--- config.mk ---
export PLATFORM = sky130hd
export DESIGN_NAME = load_unit
export DESIGN_NICKNAME = d
export VERILOG_FILES = /design/src/rtl/load_unit_pkg.sv /design/src/rtl/load_extract.sv /design/src/rtl/load_unit.sv
export SDC_FILE = /design/constraint.sdc
export NUM_CORES = 1
export LEC_CHECK = 0
export ABC_AREA = 1
export BUFFER_PORTS_ARGS = -buffer_cell sky130_fd_sc_hd__buf_2
export CAP_MARGIN = 20
export CORE_MARGIN = 2
export CORE_UTILIZATION = 35
export DETAILED_ROUTE_END_ITERATION = 7
export GPL_TIMING_DRIVEN = 0
export PLACE_DENSITY = 0.73
export SKIP_LAST_GASP = 1
export SLEW_MARGIN = 10
export SYNTH_ARGS = -nofsm -noshare
export SYNTH_HDL_FRONTEND = slang
export SYNTH_HIERARCHICAL = 1
export SYNTH_SLANG_ARGS = --single-unit
--- constraint.sdc ---
create_clock -name clk -period 4.1 [get_ports clk]
set_clock_uncertainty 0.15 [all_clocks]
set_input_delay 0.615 -clock clk [delete_from_list [all_inputs] [get_ports clk]]
set_output_delay 0.615 -clock clk [all_outputs]
set_load 0.02 [all_outputs]
--- src/rtl/load_unit_pkg.sv ---
// -----------------------------------------------------------------------------
// load_unit_pkg
// Shared encodings for the data-memory block: load types consumed by the load
// unit, store types consumed by datamem, and the memory-mapped hardware counter
// address. Also provides a helper that recognises a real load request.
// -----------------------------------------------------------------------------
package load_unit_pkg;

    // Load type encodings (3-bit info_load field)
    localparam logic [2:0] Lb    = 3'b000;
    localparam logic [2:0] Lh    = 3'b001;
    localparam logic [2:0] Lw    = 3'b010;
    localparam logic [2:0] Lbu   = 3'b100;
    localparam logic [2:0] Lhu   = 3'b101;
    localparam logic [2:0] LNONE = 3'b111;

    // Store type encodings used by datamem
    localparam logic [1:0] Sb = 2'b00;
    localparam logic [1:0] Sh = 2'b01;
    localparam logic [1:0] Sw = 2'b10;

    // Byte address of the memory-mapped hardware counter
    localparam logic [31:0] HARDWARE_COUNTER_ADDR = 32'hFFFF_FFF0;

    // True only for the five defined load codes; every other code behaves as LNONE.
    function automatic logic is_load(input logic [2:0] code);
        return (code == Lb) || (code == Lh) || (code == Lw) ||
               (code == Lbu) || (code == Lhu);
    endfunction

endpackage

--- src/rtl/load_extract.sv ---
// -----------------------------------------------------------------------------
// load_extract
// Combinational byte/half/word selection and sign/zero extension of a
// little-endian 32-bit memory word.
//   addr_data   in  32  word read at the word address
//   addr_rem    in   2  byte offset within the word
//   info_load   in   3  load type (load_unit_pkg encodings)
//   ext_data    out 32  aligned, extended value
//   misaligned  out  1  access is illegal for its alignment
// -----------------------------------------------------------------------------
module load_extract
    import load_unit_pkg::*;
(
    input  logic [31:0] addr_data,
    input  logic [1:0]  addr_rem,
    input  logic [2:0]  info_load,
    output logic [31:0] ext_data,
    output logic        misaligned
);

    // Split the word into its little-endian byte lanes.
    logic [7:0] lane [4];

    generate
        for (genvar gi = 0; gi < 4; gi++) begin : g_lane
            assign lane[gi] = addr_data[8*gi +: 8];
        end
    endgenerate

    logic [1:0]  rem_plus1;
    logic [7:0]  byte_sel;
    logic [15:0] half_sel;

    // rem_plus1 wraps at rem=3; that case is rejected as misaligned for halves.
    assign rem_plus1 = addr_rem + 2'd1;
    assign byte_sel  = lane[addr_rem];
    assign half_sel  = {lane[rem_plus1], lane[addr_rem]};

    always_comb begin
        ext_data   = 32'h0;
        misaligned = 1'b0;
        case (info_load)
            Lb:  ext_data = {{24{byte_sel[7]}}, byte_sel};
            Lbu: ext_data = {24'h0, byte_sel};
            Lh: begin
                if (addr_rem == 2'd3) misaligned = 1'b1;
                else                  ext_data   = {{16{half_sel[15]}}, half_sel};
            end
            Lhu: begin
                if (addr_rem == 2'd3) misaligned = 1'b1;
                else                  ext_data   = {16'h0, half_sel};
            end
            Lw: begin
                // Word is returned whole even when flagged.
                ext_data   = addr_data;
                misaligned = (addr_rem != 2'd0);
            end
            default: begin
                ext_data   = 32'h0;
                misaligned = 1'b0;
            end
        endcase
    end

endmodule

--- src/rtl/load_unit.sv ---
// -----------------------------------------------------------------------------
// load_unit
// Load-data alignment/extension stage between the data-memory read and the
// writeback register. One cycle of latency, captures every cycle.
//   clk         in   1  system clock
//   rst         in   1  synchronous active-high reset
//   addr_data   in  32  memory word at the word address
//   addr_rem    in   2  byte offset within the word
//   alu_result  in  32  effective byte address; low two bits cross-checked
//   info_load   in   3  load type
//   data        out 32  registered load result
//   misaligned  out  1  registered illegal-alignment flag
// -----------------------------------------------------------------------------
module load_unit
    import load_unit_pkg::*;
(
    input  logic        clk,
    input  logic        rst,
    input  logic [31:0] addr_data,
    input  logic [1:0]  addr_rem,
    input  logic [31:0] alu_result,
    input  logic [2:0]  info_load,
    output logic [31:0] data,
    output logic        misaligned
);

    logic [31:0] data_d, data_q;
    logic        mis_d, mis_q;
    logic        extract_mis;
    logic        addr_mismatch;

    // Only the byte offset of the effective address matters here.
    logic unused_alu_hi;
    assign unused_alu_hi = ^alu_result[31:2];

    load_extract u_extract (
        .addr_data  (addr_data),
        .addr_rem   (addr_rem),
        .info_load  (info_load),
        .ext_data   (data_d),
        .misaligned (extract_mis)
    );

    // A disagreement between the ALU address and the offset used to fetch
    // indicates a pipeline inconsistency; flag it but keep the computed data.
    assign addr_mismatch = is_load(info_load) && (alu_result[1:0] != addr_rem);
    assign mis_d         = extract_mis | addr_mismatch;

    always_ff @(posedge clk) begin
        if (rst) begin
            data_q <= 32'h0;
            mis_q  <= 1'b0;
        end else begin
            data_q <= data_d;
            mis_q  <= mis_d;
        end
    end

    assign data       = data_q;
    assign misaligned = mis_q;

endmodule

==> metrics <==
status finished, final reports clean; IO Pins 104; Post-CTS Setup Inserts 0; H-tree levels 2; Seq. cell area 661 um2; critical path class input pin to flip-flop; Synth Area in Compound Gates 8.54%; most frequent cell on the critical path buf_6; Slowest Stage Delay on Critical Path 0.28 ns; row count 28; largest family of logic cells by synthesized area simple AND/OR/NAND/NOR gates; RSZ-0062 raised after global routing no; synth unique cells 22; critical path peak fanout 10; Worst-path clk slew 0.07 ns; layout cell share with drive strength beyond 1 24.0%; Synth Instances 375; initial drt markers 170; VDD IR max 129 uV; power per cell area 317 mW/mm2; Static Leak 0.00167 uW; DRC 0; CP endpoint kind flip-flop; Core Area 0.00596 mm2; Synth Area in XOR/XNOR 0%; simple-gate portion of the synthesized area 40.1%; syn_nets 448; dpl ws 1.46 ns; Nets 527; hold_ws 0.358 ns; Max-Cap Viols 0; period utilization 57.9%; final setup margin 1.73 ns; Die ar. 0.00684 mm2; area delta synth->final 26.3%; routability cong. 0.863; Max Clock Freq 0.421 GHz; CTS tree built; Vias/cell 4.49; largest net degree at the start of global routing 11; netlist area before placement 0.00217 mm2; final max-slew violation count 0; initial antenna violation count 0; min-delay src rst; required time of the critical path 4.17 ns; Die W 82.7 um; CP cell instances buf_2, buf_6, inv_4, buf_6, ha_1, buf_2, inv_1, nand3_2, nand2_2, nand3_4, buf_6, nand2_1, inv_1, nor2_1; yosys synthesis warning count 6; Hold Fails Final Rpt 0; CTS max path bufs 2; GR Util All Layers 17.9%; number of buffers created by CTS 5; Adder-Cell Fraction of Synth Area 1.15%; Critical-path top delay cell ha_1; Worst Hold End misaligned; setup TNS 0 ns; Data arrival, critical path 2.44 ns; Die Y 82.7 um; Post-Route WL 5.74 mm; first-pass GRT wire length 9.37 mm; remaining global-route overflow 0; # port buffers 72; mux contribution to synthesized area 0%; worst-margin pin slew 0.418 ns; #FFs+latches synth 33; Post-DRT Antenna Nets 0; crit start category input pin; Mapped Avg Cell Area 5.79 um2; Final min period 2.37 ns; vias in the first global route 2,128; fillers 659; # clock sinks 33; CTS root buf clkbuf_8; post-cts resize count 0; antenna diode count 0; initial core utilization 36.4%; Vias 2,378; hold buffers post-CTS 0; Worst Hold Path Cells 2; number of iterations in the first detailed-routing pass 4; Setup Viol. Count Final 0; Slew HR 72.1%; worst min path class input pin to flip-flop; post-DP HPWL 4.47 mm; area of the multi-input gates 0.00108 mm2; Routed WL per cell 10.8 um; sequential area share after synthesis 30.4%
==> kinds of logic (layout without fill, tap and decap cells) <==
logic type,after synthesis,count (layout)
AOI/OAI and AO/OA,33,33
DFF,33,33
buffers and inverters,93,173
adders and majority gates,2,2
and+or+nand+nor,214,214
==> worst max-delay path: cells and delay by family <==
family,cells,cell delay (ns)
buf+inv,8,1.08
simple gates,5,0.48
fa+ha+maj,1,0.28
==> sequential cells by signal, summed over array words and instances, names as in the netlist <==
register	flops
misaligned	1
data	32
==> placed cells by master (no fill, tap or decap) <==
cell and instances:
dfxtp_1 33, nand3_2 2, nor2_2 2, clkbuf_8 6, buf_4 2, bufinv_16 1, inv_4 1, nand2_2 2
buf_2 80, inv_1 71, inv_2 2, nand3_4 1, o211ai_1 5, a21oi_2 1, nand2_1 148, ha_1 2
a21oi_1 5, buf_6 8, nor2_1 39, nand3_1 19, o21ai_0 21, nor3_2 1, o32ai_1 1, clkbuf_1 2
==> routing by layer <==
layer  vias up  share of wire (%)  track usage (%)
met4         0                1.5             6.07
li1       1258                  -                -
met2        89                 45             29.2
met5         -                  0                0
met3        10                9.0             4.67
met1      1021                 44             22.8
==> where the power goes <==
group / leakage, uW / switching [uW] / internal, uW
sequential: 0.000270 / 3.27 / 338
combinational: 0.00134 / 134 / 77.0
clock: 0.0000585 / 117 / 198
==> worst max-delay path by stage <==
stage                to  depth (start not counted)        start
2_1_floorplan  data[24]                         13  addr_rem[0]
3_3_place_gp   data[26]                         14  addr_rem[0]
3_5_place_dp   data[25]                         14  addr_rem[0]
4_1_cts        data[25]                         14  addr_rem[0]
5_1_grt        data[26]                         14  addr_rem[0]
6_report       data[25]                         14  addr_rem[0]
==> final cells by class <==
type                       count  share of cell area (%)
buffer                        19                    5.43
sequential                    33                    24.1
inverter                      74                    10.2
clock inverter                 1                    1.10
timing repair buffer          72                    13.2
clock buffer                   7                    3.15
multi-input combinational    249                    39.4
tap                           75                    3.42
==> cell usage after synthesis (all sizes together) <==
cell type / number / area, um2
nor3: 1 / 10.0
buf: 18 / 145
dfxtp: 33 / 661
nor2: 41 / 159
clkbuf: 1 / 3.75
o32ai: 1 / 8.76
nand2: 150 / 568
inv: 74 / 280
o211ai: 5 / 37.5
a21oi: 6 / 33.8
nand3: 22 / 133
o21ai: 21 / 105
ha: 2 / 25.0
==> stage by stage <==
stage	total power, uW	instance area (um2)	util, %	cells
after floorplan	488	2170	-	375
after global placement	556	2620	44.1	522
after detailed placement	559	2620	44.1	522
after CTS	876	2740	46.0	530
after global routing	925	2740	46.0	530
final	868	2740	46.0	530
(Power assumes the default switching activity.)
